`src/rtl/apb_reg_slave_pkg.sv`:
```
`default_nettype none
// +----------------------------------------------------------------------------+
// | Module      : apb_reg_slave_pkg                                            |
// | Description : Shared APB FSM encoding and default bus widths.              |
// | Revision    : 1.0                                                          |
// +----------------------------------------------------------------------------+
package apb_reg_slave_pkg;

   localparam int unsigned APB_DATA_BW_DEF = 8;
   localparam int unsigned APB_ADDR_BW_DEF = 8;
   localparam int unsigned WAIT_CNT_BW     = 4;

   typedef enum logic [1:0] {
      IDLE   = 2'd0,
      SETUP  = 2'd1,
      ACCESS = 2'd2
   } apb_state_e;

endpackage : apb_reg_slave_pkg
`default_nettype wire

```
`src/rtl/apb_slv_wait_ctr.sv`:
```
`default_nettype none
// +----------------------------------------------------------------------------+
// | Module      : apb_slv_wait_ctr                                             |
// | Description : Wait-state counter; done once WAIT_CYC access cycles elapsed.|
// | Revision    : 1.0                                                          |
// +----------------------------------------------------------------------------+
module apb_slv_wait_ctr
   import apb_reg_slave_pkg::*;
#(
   parameter int unsigned WAIT_CYC = 1
)(
   input  logic clk,
   input  logic rst_n,
   input  logic clr,
   input  logic en,
   output logic done
);

   localparam logic [WAIT_CNT_BW-1:0] WAIT_LIM = WAIT_CNT_BW'(WAIT_CYC);

   logic [WAIT_CNT_BW-1:0] cnt_q;
   logic [WAIT_CNT_BW-1:0] cnt_d;

   // Saturates at WAIT_LIM so done stays high until the next clear.
   always_comb begin
      cnt_d = cnt_q;
      if (clr) begin
         cnt_d = '0;
      end else if (en && (cnt_q != WAIT_LIM)) begin
         cnt_d = cnt_q + WAIT_CNT_BW'(1);
      end
   end

   always_ff @(posedge clk or negedge rst_n) begin
      if (!rst_n) begin
         cnt_q <= '0;
      end else begin
         cnt_q <= cnt_d;
      end
   end

   assign done = (cnt_q == WAIT_LIM);

endmodule : apb_slv_wait_ctr
`default_nettype wire

```
`src/rtl/apb_reg_slave.sv`:
```
`default_nettype none
// +----------------------------------------------------------------------------+
// | Module      : apb_reg_slave                                                |
// | Description : APB3 completer with REG_NUM R/W registers and wait states.   |
// |               Define APB_SLV_PSLVERR_EN to add the pslverr output.         |
// | Revision    : 1.0                                                          |
// +----------------------------------------------------------------------------+
module apb_reg_slave
   import apb_reg_slave_pkg::*;
#(
   parameter int unsigned DATA_BW  = APB_DATA_BW_DEF,
   parameter int unsigned ADDR_BW  = APB_ADDR_BW_DEF,
   parameter int unsigned REG_NUM  = 16,
   parameter int unsigned WAIT_CYC = 1
)(
   input  logic                       clk,
   input  logic                       rst_n,
   input  logic                       psel,
   input  logic                       penable,
   input  logic                       pwrite,
   input  logic [ADDR_BW-1:0]         paddr,
   input  logic [DATA_BW-1:0]         pwdata,
   output logic [DATA_BW-1:0]         prdata,
   output logic                       pready,
   output logic [REG_NUM*DATA_BW-1:0] reg_q
`ifdef APB_SLV_PSLVERR_EN
   ,
   output logic                       pslverr
`endif
);

   apb_state_e                 state_q;
   apb_state_e                 state_d;
   logic                       ctr_done;
   logic                       wr_en;
   logic [DATA_BW-1:0]         rd_mux;
   logic [DATA_BW-1:0]         prdata_q;
   logic [DATA_BW-1:0]         prdata_d;
   logic [REG_NUM*DATA_BW-1:0] regs_q;

   always_comb begin
      state_d = state_q;
      unique case (state_q)
         IDLE:    if (psel && !penable) state_d = SETUP;
         SETUP:   state_d = ACCESS;
         ACCESS:  if (!psel || pready) state_d = IDLE;
         default: state_d = IDLE;
      endcase
   end

   always_ff @(posedge clk or negedge rst_n) begin
      if (!rst_n) begin
         state_q <= IDLE;
      end else begin
         state_q <= state_d;
      end
   end

   apb_slv_wait_ctr #(
      .WAIT_CYC (WAIT_CYC)
   ) u_wait_ctr (
      .clk   (clk),
      .rst_n (rst_n),
      .clr   (state_q == SETUP),
      .en    (state_q == ACCESS),
      .done  (ctr_done)
   );

   // psel qualifies pready so an abandoned access never completes or writes.
   assign pready = (state_q == ACCESS) && ctr_done && psel;
   assign wr_en  = pready && pwrite;

   always_comb begin
      rd_mux = '0;
      for (int unsigned i = 0; i < REG_NUM; i++) begin
         if (paddr == ADDR_BW'(i)) rd_mux = regs_q[i*DATA_BW +: DATA_BW];
      end
   end

   always_comb begin
      prdata_d = '0;
      if (state_q == SETUP) begin
         prdata_d = rd_mux;
      end else if ((state_q == ACCESS) && (state_d == ACCESS)) begin
         prdata_d = prdata_q;
      end
   end

   always_ff @(posedge clk or negedge rst_n) begin
      if (!rst_n) begin
         prdata_q <= '0;
      end else begin
         prdata_q <= prdata_d;
      end
   end

   for (genvar g = 0; g < REG_NUM; g++) begin : g_regs
      logic [DATA_BW-1:0] data_q;

      always_ff @(posedge clk or negedge rst_n) begin
         if (!rst_n) begin
            data_q <= '0;
         end else if (wr_en && (paddr == ADDR_BW'(g))) begin
            data_q <= pwdata;
         end
      end

      assign regs_q[g*DATA_BW +: DATA_BW] = data_q;
   end

   assign reg_q  = regs_q;
   assign prdata = prdata_q;

`ifdef APB_SLV_PSLVERR_EN
   localparam logic [ADDR_BW:0] REG_LIM = (ADDR_BW+1)'(REG_NUM);

   logic in_range;

   assign in_range = ({1'b0, paddr} < REG_LIM);
   assign pslverr  = pready && !in_range;
`endif

endmodule : apb_reg_slave
`default_nettype wire

```
`config.mk`:
```
export PLATFORM = sky130hd
export DESIGN_NAME = apb_reg_slave
export DESIGN_NICKNAME = d
export VERILOG_FILES = /design/src/rtl/apb_reg_slave_pkg.sv /design/src/rtl/apb_slv_wait_ctr.sv /design/src/rtl/apb_reg_slave.sv
export SDC_FILE = /design/constraint.sdc
export NUM_CORES = 1
export LEC_CHECK = 0
export CAP_MARGIN = 40
export CELL_PAD_IN_SITES_DETAIL_PLACEMENT = 0
export CELL_PAD_IN_SITES_GLOBAL_PLACEMENT = 2
export CORE_MARGIN = 3
export CORE_UTILIZATION = 30
export CTS_CLUSTER_DIAMETER = 50
export CTS_CLUSTER_SIZE = 20
export DETAILED_ROUTE_END_ITERATION = 6
export PLACE_DENSITY = 0.78
export SYNTH_ARGS = -nofsm -noshare
export SYNTH_HDL_FRONTEND = slang
export SYNTH_SLANG_ARGS = --single-unit
```
`constraint.sdc`:
```
create_clock -name clk -period 2 [get_ports clk]
set_input_delay 0.3 -clock clk [delete_from_list [all_inputs] [get_ports clk]]
set_output_delay 0.3 -clock clk [all_outputs]
set_load 0.005 [all_outputs]
```
==> impl_metrics.csv <==
group,metric,value,unit
sta,worst_pin_slew,712,ps
yosys,synthCells,589,
sta,worst_slack,-354,ps
drt,drc,0,
drt,wl_per_cell,22.9,um
setup_path,cp-end-kind,"flip-flop",
clock_network,cts_made_buffers,17,
sta,slew_viol_final,0,
setup_path,cp_max_fo,5,
clock_network,clk_pin_slew_worst_paths,60,ps
sta,fmaxAchievable,0.425,GHz
grt,grt_max_degree,53,
floorplanning,die_width,161,um
yosys,ys_types,68,
clock_network,cts_sinks,142,
sta,relSlewSlack,52.4,%
power_and_ir_drop,p_per_area,659,mW/mm^2
clock_network,cts_buffer_depth,2,
setup_path,crit_start,"u_wait_ctr.cnt_q[1]",
grt,antenna_found_initial,0,
power_and_ir_drop,power_leakage,5.07,nW
drt,viasPerCell,5.23,
yosys,ys_async_sr_fraction,100,%
drt,first_pass_iters,4,
yosys,ys.flop_type,"dfrtp_1",
grt,grt-ovfl-total,0,
setup_path,worstSetupStartpointType,"flip-flop",
sta,rsz0062_at_grt,"yes",
yosys,ys_seq_area_share,49.5,%
yosys,synth.area.top_cells,"dfrtp_1 50%, mux2_2 20%, nor3_4 2.3%, o21ai_0 2.0%, mux4_2 1.6%",
floorplanning,io_pins,158,
power_and_ir_drop,ir_worst_vdd,0.000560,V
outcome,violations,"setup timing",
floorplanning,die_y,161,um
finish,stdcell_area,0.0114,sq mm
setup_path,arrival,2660,ps
sta,hold_viol_final,0,
yosys,post-synth-top-area-cell,"dfrtp_1",
drt,drt-total-wl,27.0,mm
finish,fillers,2060,
drt,drtIter0Drc,434,
min_path,worstHoldPathType,"primary input to asynchronous set/reset pin",
yosys,syn-mean-instance-area,12.2,sq um
clock_network,cts_root_buf,"clkbuf_16",
floorplanning,core,0.0231,sq mm
sta,fin_crit,2350,ps
place,dp_slack,-665,ps
grt,grt_pass1_vias,6526,
sta,finalSetupViolations,129,
yosys,syn_area,0.00717,sq mm
place,placed_area,0.0102,sq mm
finish,postLayoutCoreUtil,49.6,%
sta,fin_skew,9.72,ps
clock_network,clk_latency,420,ps
floorplanning,start_util,31.1,%
floorplanning,fp.dieArea,0.0258,sq mm
sta,setup_tns,-36860,ps
clock_network,cts_tree,"built",
grt,grt_pass1_wl,40.4,mm
setup_path,crit_required,2310,ps
clock_network,htreeDepth,4,
sta,whs,426,ps
yosys,synth_edf_count,0,
yosys,synth_nets,612,
run,cap_violations,0,
finish,fin_nets,880,
finish,syn_to_final_growth,59.5,%
yosys,synth_top_cell_area_share,49.5,%
floorplanning,row_count,55,
drt,drtAntennaViolNets,0,
setup_path,r2r_start,"u_wait_ctr.cnt_q[1]",
yosys,synth-seq-cells,142,
grt,grt_use_total,20.4,%
place,numPortBuffers,157,
place,hpwl,19.8,mm
drt,num_vias,6182,
finish,diodes,0,
outcome,status,"finished with violations",
setup_path,critPathKind,"flip-flop to flip-flop",
sta,post-route-period-util,118,%
setup_path,r2r_cells,11,
finish,layout-drive-gt1-share,38.9,%
yosys,yosysWarnings,0,
place,finalWeightedCongestion,0.873,
final timing paths:
| kind | endpoint | slack (ps) |
|---|---|---|
| worst max-delay path | g_regs[4].data_q[0] | -350 |
| worst min-delay path | g_regs[13].data_q[4] | 430 |
| worst max register to register | g_regs[4].data_q[0] | -350 |
| worst min register to register | prdata[1] | 500 |
| max in group asynchronous | g_regs[0].data_q[6] | 880 |
| min in group clk | state_q[0] | 430 |
sequential cells by signal, indices dropped and copies added, names as in the netlist:
signal,cells
state_q,2
prdata,8
u_wait_ctr.cnt_q,4
g_regs.data_q,128
synthesized netlist by cell type, drive strengths merged, types with 6 or more instances:
master	count
inv	7
mux2	134
nor2b	10
o21ai	28
nor3	17
a211oi	8
nand2b	12
a21oi	15
dfrtp	142
clkbuf	27
nor2	34
nand2	19
a221oi	6
nand3	10
o211ai	9
buf	13
report_power, final:
group	internal, mW	switching [mW]
clock network	2.57	1.23
logic	0.347	0.458
registers	2.91	0.0297
total	5.82	1.72
cell type report:
class,instances,area [sq um],area share [%]
multi-input combinational,400,3940,34.4
timing repair buffer,289,2830,24.7
sequential,142,3550,31.0
tap,313,392,3.42
inverter,7,26.3,0.230
clock inverter,10,231,2.02
clock buffer,22,474,4.14
critical path, stage by stage (launching register included):
cell and delay, ps:
dfrtp_1 390, inv_1 70, ha_2 170, or3b_4 400, nor2_4 130, buf_6 130, nand2_8 70, buf_12 160
nor3_4 140, buf_4 160, buf_6 100, mux2_2 320
placed cells by master (no fill, tap or decap), types with 4 or more instances in the layout:
master           Yosys  final
a221oi_1             6      6
a22oi_1              4      4
o21ai_0             28     28
bufinv_16            0      7
nor2b_1             10      8
clkdlybuf4s50_1      0    149
dlygate4sd2_1        0      4
a22o_1               5      5
a2bb2oi_1            4      4
mux2_2             127     17
mux4_2               5      5
nor3_1               7      6
o211ai_1             9      9
buf_6                1     15
clkbuf_16            0     18
inv_1                6      6
nand2b_1            12     12
a211oi_1             8      8
nor2_1              28     27
nand2_1             18     16
nand4_1              4      4
mux2_4               0    117
nand3b_1             5      5
nand3_1              9      9
a32oi_1              4      4
mux2i_1              5      5
nor2_4               1      5
nor3_4              10     10
a21oi_1             15     15
dfrtp_1            142    142
buf_12               0     17
buf_4                0     99
stage by stage:
step           cells  power (mW)
6_report        1183        7.55
2_1_floorplan    589        3.31
3_3_place_gp    1140        3.73
4_1_cts         1180        7.57
5_1_grt         1183        7.79
3_5_place_dp    1140        3.75
kinds of logic (layout without fill, tap and decap cells):
| kind of cell | count (synthesis) | count (layout) | share of synthesized area, % |
|---|---|---|---|
| multiplexers | 144 | 144 | 23.3 |
| flip-flops | 142 | 142 | 49.5 |
| AND/OR/NAND/NOR | 135 | 135 | 12.5 |
| AO/OA/AOI/OAI | 118 | 118 | 11.5 |
| buffers and inverters | 47 | 328 | 2.65 |
| adder cells (fa/ha/maj) | 2 | 2 | 0.349 |
| XOR/XNOR | 1 | 1 | 0.122 |
routing by layer:
metal,vias up,wire length [um],track usage [%]
li1,2750,-,-
met1,3181,12100,27.5
met2,223,13000,32.8
met3,28,1630,5.24
met4,0,357,4.97
met5,-,0,0
repair_timing:
action / in CTS / in global routing
gates cloned: 0 / 1
setup endpoints to repair: 135 / 134
endpoints found under the hold margin: 49 / 0
gates resized for setup: 27 / 103
hold buffers: 1 / 0
pin swaps: 9 / 6
buffers inserted: 7 / 2
Note: power is estimated with default switching activity, not from simulation.
